[config.mk]
export PLATFORM = sky130hd
export DESIGN_NAME = cevero_dvfs_sequencer
export DESIGN_NICKNAME = d
export VERILOG_FILES = /design/src/rtl/cevero_dvfs_sequencer.sv
export SDC_FILE = /design/constraint.sdc
export NUM_CORES = 1
export LEC_CHECK = 0
export CAP_MARGIN = 0
export CORE_ASPECT_RATIO = 1.4
export CORE_MARGIN = 2
export CORE_UTILIZATION = 40
export CTS_CLUSTER_SIZE = 24
export DETAILED_ROUTE_END_ITERATION = 16
export PLACE_DENSITY_LB_ADDON = 0.25
export SETUP_SLACK_MARGIN = 0.02
export SLEW_MARGIN = 20
export SYNTH_ARGS = -nofsm -noshare
export SYNTH_HDL_FRONTEND = slang
export SYNTH_SLANG_ARGS = --single-unit
[constraint.sdc]
create_clock -name clk_i -period 2.9 [get_ports clk_i]
set_input_delay 0.725 -clock clk_i [delete_from_list [all_inputs] [get_ports clk_i]]
set_output_delay 0.725 -clock clk_i [all_outputs]
set_load 0.03 [all_outputs]
[src/rtl/cevero_dvfs_sequencer.sv]
// cevero_dvfs_sequencer: moves the core between DVFS operating points in a safe order.
// On scale-up the voltage ramps one code at a time before the frequency is raised.
// On scale-down the frequency drops before the voltage ramps down.
// Optional macro CEVERO_DVFS_RANGE_CHECK_EN refuses requests with a zero voltage code or zero frequency.
module cevero_dvfs_sequencer #(
  parameter int VOLT_W        = 3,
  parameter int FREQ_W        = 32,
  parameter int SETTLE_CYCLES = 16,
  parameter int LOCK_CYCLES   = 8
) (
  input  logic              clk_i,
  input  logic              rst_ni,
  input  logic [VOLT_W-1:0] def_voltage_i,
  input  logic [FREQ_W-1:0] def_freq_i,
  input  logic              req_valid_i,
  output logic              req_ready_o,
  input  logic [VOLT_W-1:0] req_voltage_i,
  input  logic [FREQ_W-1:0] req_freq_i,
  output logic [VOLT_W-1:0] set_voltage_o,
  output logic [FREQ_W-1:0] set_freq_o,
  output logic              busy_o,
  output logic              done_o,
  output logic              reject_o
);

  localparam int CNT_W = 10;
  localparam logic [CNT_W-1:0] SETTLE_LD = CNT_W'(SETTLE_CYCLES - 1);
  localparam logic [CNT_W-1:0] LOCK_LD   = CNT_W'(LOCK_CYCLES - 1);

  typedef enum logic [2:0] {
    ST_INIT, ST_IDLE, ST_V_UP, ST_F_UP, ST_F_DN, ST_V_DN, ST_DONE
  } state_t;

  state_t            r_state;
  logic [VOLT_W-1:0] r_volt;
  logic [FREQ_W-1:0] r_freq;
  logic [CNT_W-1:0]  r_cnt;
  logic [VOLT_W-1:0] r_tv;
  logic [FREQ_W-1:0] r_tf;

  state_t            w_state_next;
  logic [VOLT_W-1:0] w_volt_next;
  logic [FREQ_W-1:0] w_freq_next;
  logic [CNT_W-1:0]  w_cnt_next;
  logic [VOLT_W-1:0] w_tv_next;
  logic [FREQ_W-1:0] w_tf_next;
  logic              w_accept;
  logic              w_bad;

  assign w_accept    = req_valid_i && (r_state == ST_IDLE);
  assign req_ready_o = (r_state == ST_IDLE);
  assign busy_o      = (r_state != ST_IDLE);
  assign done_o      = (r_state == ST_DONE);
  assign set_voltage_o = r_volt;
  assign set_freq_o    = r_freq;

`ifdef CEVERO_DVFS_RANGE_CHECK_EN
  logic r_reject;

  assign w_bad    = (req_voltage_i == '0) || (req_freq_i == '0);
  assign reject_o = r_reject;

  // One-cycle refusal pulse following a handshake that carried an out-of-range target
  always_ff @(posedge clk_i or negedge rst_ni) begin
    if (!rst_ni) r_reject <= 1'b0;
    else         r_reject <= w_accept && w_bad;
  end
`else
  assign w_bad    = 1'b0;
  assign reject_o = 1'b0;
`endif

  // State, setpoint, counter and latched-target registers
  always_ff @(posedge clk_i or negedge rst_ni) begin
    if (!rst_ni) begin
      r_state <= ST_INIT;
      r_volt  <= '0;
      r_freq  <= '0;
      r_cnt   <= '0;
      r_tv    <= '0;
      r_tf    <= '0;
    end else begin
      r_state <= w_state_next;
      r_volt  <= w_volt_next;
      r_freq  <= w_freq_next;
      r_cnt   <= w_cnt_next;
      r_tv    <= w_tv_next;
      r_tf    <= w_tf_next;
    end
  end

  // Sequencing rules: voltage steps one code per settle window, frequency written once
  always_comb begin
    w_state_next = r_state;
    w_volt_next  = r_volt;
    w_freq_next  = r_freq;
    w_cnt_next   = r_cnt;
    w_tv_next    = r_tv;
    w_tf_next    = r_tf;
    case (r_state)
      ST_INIT: begin
        w_volt_next  = def_voltage_i;
        w_freq_next  = def_freq_i;
        w_state_next = ST_IDLE;
      end
      ST_IDLE: begin
        if (w_accept && !w_bad) begin
          w_tv_next = req_voltage_i;
          w_tf_next = req_freq_i;
          if (req_voltage_i > r_volt) begin
            // Scale-up: first voltage step happens on the accept edge
            w_state_next = ST_V_UP;
            w_volt_next  = r_volt + 1'b1;
            w_cnt_next   = SETTLE_LD;
          end else if ((req_voltage_i < r_volt) || (req_freq_i != r_freq)) begin
            // Scale-down or frequency-only change: frequency moves first
            w_state_next = ST_F_DN;
            w_freq_next  = req_freq_i;
            w_cnt_next   = LOCK_LD;
          end else begin
            w_state_next = ST_DONE;
          end
        end
      end
      ST_V_UP: begin
        if (r_cnt != '0) begin
          w_cnt_next = r_cnt - 1'b1;
        end else if (r_volt != r_tv) begin
          w_volt_next = r_volt + 1'b1;
          w_cnt_next  = SETTLE_LD;
        end else begin
          w_state_next = ST_F_UP;
          w_freq_next  = r_tf;
          w_cnt_next   = LOCK_LD;
        end
      end
      ST_F_UP: begin
        if (r_cnt != '0) w_cnt_next = r_cnt - 1'b1;
        else             w_state_next = ST_DONE;
      end
      ST_F_DN: begin
        if (r_cnt != '0) begin
          w_cnt_next = r_cnt - 1'b1;
        end else if (r_volt == r_tv) begin
          w_state_next = ST_DONE;
        end else begin
          w_state_next = ST_V_DN;
          w_volt_next  = r_volt - 1'b1;
          w_cnt_next   = SETTLE_LD;
        end
      end
      ST_V_DN: begin
        if (r_cnt != '0) begin
          w_cnt_next = r_cnt - 1'b1;
        end else if (r_volt != r_tv) begin
          w_volt_next = r_volt - 1'b1;
          w_cnt_next  = SETTLE_LD;
        end else begin
          w_state_next = ST_DONE;
        end
      end
      ST_DONE: w_state_next = ST_IDLE;
      default: w_state_next = ST_INIT;
    endcase
  end

endmodule

Word level (Yosys, flattened, before mapping)
Cells that the tools add are included.

Bitwise operators: 0. Reductions and logical operators: 13. Shift-type cells: 0. $mul: 0. $add $sub $neg: 3. Divide/modulo/power cells: 0. Muxes and demuxes: 37. Order comparisons: 2. Equal/unequal tests: 27.

Operator list (count): two-way mux 32 bit (5); case mux 32 bit (3 select lines) (1); two-way mux 10 bit (9); case mux 10 bit (5 select lines) (1); two-way mux 3 bit (16); inequality test 32 bit (1); inequality test 2 bit (second input constant) (11); case mux 3 bit (6 select lines) (1); case mux 3 bit (5 select lines) (1); AND reduction 6 bit (2); nonzero test 10 bit (1); nonzero test 5 bit (2); subtractor 10 x 1 -> 10 bit (second input constant) (1); == test 3 bit (second input constant) (3); AND reduction 9 bit (1); AND reduction 7 bit (1); == test 3 x 2 -> 1 bit (second input constant) (2); inequality test 2 x 1 -> 1 bit (second input constant) (3); inequality test 3 x 1 -> 1 bit (second input constant) (2); inequality test 3 bit (second input constant) (2); two-way mux 2 bit (2); two-way mux 4 bit (1); adder 3 x 1 -> 3 bit (second input constant) (1); == test 3 x 1 -> 1 bit (second input constant) (1); 11 further kinds (11).

Memories: 0. Bits in writable memories: 0. Bits of input ports: 73. Register bits: 83. Output and inout bits: 39. Latch bits: 0. Word-level logic and storage cells: 88. Memory bits (read-only): 0.

Longest topological paths before layout
Depth in word-level cells: 6. Mapped depth: 12. Mapped depth without buffers: 8.

Worst setup path after synthesis
Ideal clock, no wire load.

Kind: input-to-reg. Start: input req_voltage_i[2]. End: register r_cnt[0]. Path slack: 140 ps. Stages on the path: 7. Arrival time: 2635 ps. Library setup time: 125 ps. Cells stage by stage: ha_1 a21oi_1 a211oi_1 nand4_1 nor4_1 nor2_2 mux2_2.

Word-level cells in the longest chain between the ends: 4.

RTL lines: start, declared (RTL line 17) `input logic [VOLT_W-1:0] req_voltage_i,`; greater-than comparator 3 bit or less-than comparator 3 bit (tied branches) (RTL line 110, 115); two-way mux 10 bit or logical OR 1 bit (tied branches) (RTL line 110, 115); two-way mux 10 bit or inequality test 3 x 1 -> 1 bit (tied branches); case mux 10 bit (5 select lines) or AND reduction 6 bit (tied branches); end signal, assigned (RTL line 86) `r_cnt <= w_cnt_next;`; end, declared (RTL line 37) `logic [CNT_W-1:0] r_cnt;`.

Parallel ways exist; a longest one is shown, timed or not. The select of a mux whose other input is x is not followed. A chain may end at the register's enable or synchronous reset.

Final worst setup path
Start: input req_voltage_i[2]. End: register r_freq[4], in the netlist set_freq_o[4].

Word-level cells in the longest chain between the ends: 4.

RTL lines: less-than comparator 3 bit (RTL line 115) `end else if ((req_voltage_i < r_volt) || (req_freq_i != r_freq)) begin`; logical OR 1 bit (RTL line 115); inequality test 2 x 1 -> 1 bit (no line); AND reduction 6 bit (no line) *; end signal, assigned (RTL line 85) `r_freq <= w_freq_next;`; end, declared (RTL line 36) `logic [FREQ_W-1:0] r_freq;`.

Every way passes the cells marked *; elsewhere a longest branch is shown, timed or not.

==> reports/qor.txt <==
WL/cell -> 18.6 µm
Synth Area per Inst -> 9.38 µm²
cts bufs inserted -> 9
Req. time, crit path -> 3110 ps
Pre-Repair DR Iteration Count -> 5
crit-path max FO -> 5
Critical Path Sink Type -> register
CP Launch Point -> req_voltage_i[2]
Core Box Area -> 12900 µm²
GPL Wtd Cong -> 0.851
fin util -> 0.546
FP Rows -> 49
clk sink count -> 83
# diodes -> 0
sequential share of the synthesized area -> 0.390
drt drc -> 0
post-synthesis instance area -> 5320 µm²
Finished Layout Cells -> 865
Longest Clk Path Bufs -> 2
max-slew violation count -> 0
RSZ-0062 raised after global routing -> no
Max Fclk -> 363 MHz
die width -> 101 µm
GRT overflow -> 0
initial DRC count -> 258
critical path buffer and inverter count -> 2
worst r2r src -> r_cnt[0]
drt via density -> 5.68
DRT Wirelength -> 16100 µm
via count -> 4912
Worst VDD drop -> 0.554 mV
distinct cell type count after synthesis -> 52
Tot GR Track Use -> 0.232
post-synthesis simple-gate area fraction -> 0.100
power per cell area -> 1210 nW/µm²
Setup Skew -> 5.26 ps
CTS tree -> done
first-pass GRT wire length -> 25800 µm
status -> complete, no violations
die height -> 140 µm
I/O Buffers -> 110
Max H-tree Level -> 3
Mapped Nets -> 645
Ys Warns -> 0
Max Cap Viol -> 0
cells after synthesis -> 567
initial antenna violation count -> 0
Tcrit/Tclk final -> 0.950
Worst path top cell family by delay -> compound AO/OA/AOI/OAI gates
Worst-path clk slew -> 60 ps
post-synthesis adder-cell area fraction -> 0.0132
Final nets -> 760
Async SR Flop Fraction -> 1.00
clock root buffer -> clkbuf_16
Slew headroom -> 0.505
Synth top area share -> 0.390
Post-Synth XOR/XNOR Area -> 0.0609
cell leakage power -> 3.18 nW
Worst path max stage delay -> 430 ps
Setup Fix Bufs, Post-CTS -> 0
# setup viols final -> 0
Synth Register Bits -> 83
cells along the critical path -> clkdlybuf4s50_1 > ha_1 > a21oi_1 > a32o_1 > nand3_1 > o2bb2ai_2 > a211o_2 > buf_4 > mux2_4
Synth area leader -> dfrtp_1
Worst Tran Pin Value -> 741 ps
post-synthesis mux area share -> 0.150
Synth Area in Compound Gates -> 0.222
predominant post-synthesis flop cell -> dfrtp_1
Hold Vio Cnt, Final -> 0
Post-DP HPWL -> 11400 µm
CP Data Arrival Time -> 2970 ps
largest family of logic cells by synthesized area -> compound AO/OA/AOI/OAI gates
largest net degree at the start of global routing -> 43
Post-synth EDFFs -> 0
type of the most critical hold path -> input port to async pin
slowest stage cell on the critical path -> clkdlybuf4s50_1
placed insts -> 849
die footprint -> 14300 µm²
number of global-route vias before repair -> 5159
Area Overhead vs Synth -> 32.7%
initial core utilization -> 0.411
minimum clock period -> 2760 ps
Area contributors post-synth -> dfrtp_1 (39%), mux2_2 (8.7%), mux2i_1 (5.5%)
Final ANT Viol Nets -> 0
total power -> 8.57 mW
CP Launch Type -> input port
critical path class -> input port to register
worst skew pair latency -> 330 ps
I/O pins -> 112
layout cells sized above 1 -> 0.160
-- synthesized netlist by cell type, types with 5 or more instances --
cell type,instances
a22o_1,29
inv_1,39
buf_1,5
o31ai_1,5
o21ai_0,42
o22ai_1,7
xor2_1,33
mux2_2,41
nor4_1,10
dfrtp_1,83
clkbuf_1,27
or3_1,7
a21oi_1,45
nand2_1,39
buf_4,5
mux2i_1,29
a22oi_1,28
nor2_1,30
-- layer usage --
metal	wire length [µm]	vias up	global-route usage
met2	8410	194	0.389
met5	0	-	0
met3	852	35	0.0339
met4	531	0	0.113
li1	-	2276	-
met1	6260	2407	0.287
-- final cells by class --
type	instances	area [µm²]
multi-input cells	404	2930
flip-flops and latches	83	2080
fillers	1173	5880
clock inverters	5	30.0
clock buffers	11	233
well taps	178	223
inverters	39	146
repair buffers	145	1420
-- path summary, 6_finish.rpt --
kind / to / slack, ps / cells after the start
setup reg to reg: r_cnt[7] / 170 / 8
hold reg to reg: r_tf[10] / 510 / 1
max in group asynchronous: r_tf[20] / 1860 / 2
min in group clk_i: r_tf[10] / 510 / 1
hold / removal: r_cnt[5] / 390 / 1
setup / recovery: set_freq_o[4] / 140 / 9
-- registers in the layout, summed over array words and instances, names as in the netlist --
signal	cells
set_freq_o	32
set_voltage_o	3
r_cnt	10
r_tv	3
r_tf	32
r_state	3
-- cells in the final DEF, fill, tap and decap left out, drive strengths merged, types with 4 or more instances in the layout --
cell type	n
mux2	44
nor3	5
o22ai	7
clkdlybuf4s50	106
clkbuf	11
a21oi	45
nor2	31
o31ai	5
nand3b	4
o21ai	43
xor2	33
a22o	29
ha	4
or3	7
xnor2	4
inv	39
nor4	10
nand2	39
a22oi	28
dfrtp	83
mux2i	29
buf	39
-- stage by stage --
step	hold WS, ps	area (µm²)	worst slack (ps)	setup TNS [ps]
5_1_grt	438	7060	6.28	0
4_1_cts	409	7040	109	0
6_report	390	7060	144	0
2_1_floorplan	429	5320	140	0
3_5_place_dp	496	6780	-227	-5870
3_3_place_gp	490	6780	-223	-5940
-- what timing repair did --
| action | CTS | global route |
|---|---|---|
| hold buffers | 0 | 0 |
| setup endpoints to repair | 0 | 7 |
| gates resized for setup | 0 | 3 |
-- worst register-to-register path: stages (launching register included) --
cell       delay [ps]
dfrtp_1           400
inv_1              70
ha_1              200
or4b_1            610
or3_1             500
a2bb2oi_2         290
a21oi_1            70
o31a_1            260
a41o_1            210
-- kinds of logic after synthesis --
logic type               after synthesis
other                                  1
buffers and inverters                 80
AND/OR/NAND/NOR                      110
XOR/XNOR                              37
multiplexers                          73
AO/OA/AOI/OAI                        178
adder cells (fa/ha/maj)                5
flip-flops                            83
-- power by group --
group / leakage, nW / internal [mW] / total [mW] / switching [mW]
Clock: 0.125 / 0.576 / 1.04 / 0.465
Sequential: 0.994 / 1.76 / 2.44 / 0.676
Combinational: 2.06 / 2.31 / 5.09 / 2.78
Power figures use the tool's default switching activity.
==> variant: new RTL, same flow settings <==
Encoding of `state_t`: now one-hot (7 bits for 7 states).
--- a/src/rtl/cevero_dvfs_sequencer.sv
+++ b/src/rtl/cevero_dvfs_sequencer.sv
@@ -29,4 +29,4 @@
 
-  typedef enum logic [2:0] {
-    ST_INIT, ST_IDLE, ST_V_UP, ST_F_UP, ST_F_DN, ST_V_DN, ST_DONE
+  typedef enum logic [6:0] {
+    ST_INIT = 7'b0000001, ST_IDLE = 7'b0000010, ST_V_UP = 7'b0000100, ST_F_UP = 7'b0001000, ST_F_DN = 7'b0010000, ST_V_DN = 7'b0100000, ST_DONE = 7'b1000000
   } state_t;
Check against the original RTL: no difference found for any inputs over 4 cycles, from zero or initial values and one cycle with rst_ni low; so few cycles prove little.
==> variant against the original RTL <==
Cell area down 3.3%. Total power fell by 2.1%. Sequential cell count up 4. Routed wire length is 17% lower. Non-clock buffer count is 8 higher. Core utilization increased by 1.4 points. Synthesized area fell by 6.7%. Worst setup slack got worse by 0.049 ns. Critical endpoint is now req_ready_o. Highest routed layer unchanged.
==> variant: results (changes against the original RTL) <==
status: finished clean
fill count: 1073 (-8.5%)
vias in the first global route: 4405 (-15%)
critical path fanouts, max: 12 (+7)
most instantiated cells after synthesis: dfrtp_1 (86), nand2_1 (84), mux2_2 (38)
met3 WL: 549 um (-36%)
ranking of synthesized cells by area: dfrtp_1 (43%), mux2_4 (9.1%), mux2_2 (8.6%)
post-detailed-routing wire length: 13340 um (-17%)
Critical Path AT: 2.08 ns (-0.89 ns)
R2R setup slack: 0.21 ns (+0.04 ns)
synthesized net count: 548 (-15%)
met3 Usage GRT: 0.04025 (+0.006316)
peak supply drop: 604.8 uV (+9.1%)
met1 wire length: 5665 um (-9.6%)
worst relative slew slack: 0.5563 (+0.05145)
largest net degree at the start of global routing: 68 (+58%)
worst r2r dst: set_freq_o[27]
post-synthesis xor/xnor area fraction: 0.06532 (+0.004409)
Unique masters post-synth: 55 (+5.8%)
pre-CTS setup slack: -0.3263 ns (-0.09952 ns)
routed vias/inst: 5.318 (-6.4%)
largest delay contributor family on the critical path: simple AND/OR/NAND/NOR gates
grt met1 use: 0.2530 (-0.03446)
Critical path destination: req_ready_o
met2 wire length: 6917 um (-18%)
period utilisation layout: 0.9674 (+0.01702)
Post-Place Cells: 752 (-11%)
slowest cell on the critical path: or4_4
Tot GR Track Use: 0.2049 (-0.02695)
cell count of the worst reg-to-reg path: 10 (+2)
Max stage delay on crit path: 0.59 ns (+0.16 ns)
DP Wirelength: 9955 um (-12%)
Synth Area in Adders: 0.01412 (+0.0009533)
worst hold margin: 0.2659 ns (-0.1238 ns)
Worst Clk Skew: 0.008002 ns (+0.002742 ns)
DR iter-0 viols: 294 (+14%)
cell count after synthesis: 470 (-17%)
post-CTS sizing: 1 (+1)
final net count: 691 (-9.1%)
fraction of layout cells with a size suffix above 1: 0.2379 (+0.07775)
crit path launch: r_state[2]
Placed Area: 6511 um2 (-3.9%)
-- variant: cell types whose count changed after synthesis, sizes merged, moves of 7 or more --
cell / delta
xnor2: +23
o21ai: -27
a22o: -29
inv: -30
mux2: +24
mux2i: -28
or3: -7
a21oi: -32
nand2: +45
clkbuf: -18
nor2: -10
xor2: -23
-- variant: area by class of cell --
type,count,area (um2),area share
clock buffer,14,284.0,0.04161
multi-input combinational,353,2664,0.3902
clock inverter,2,13.76,0.002016
timing repair buffer,153,1465,0.2146
inverter,9,33.78,0.004949
tap,150,187.7,0.02749
sequential,87,2178,0.3191
-- variant: power by group through the flow --
stage	Combinational, W	Clock (W)	Sequential [W]
global route	0.00525	0.00121	0.00240
detailed placement	0.00494	0	0.00231
global placement	0.00482	0	0.00231
CTS	0.00494	0.00116	0.00232
floorplan	0.00291	0	0.00269
finish	0.00492	0.00115	0.00233
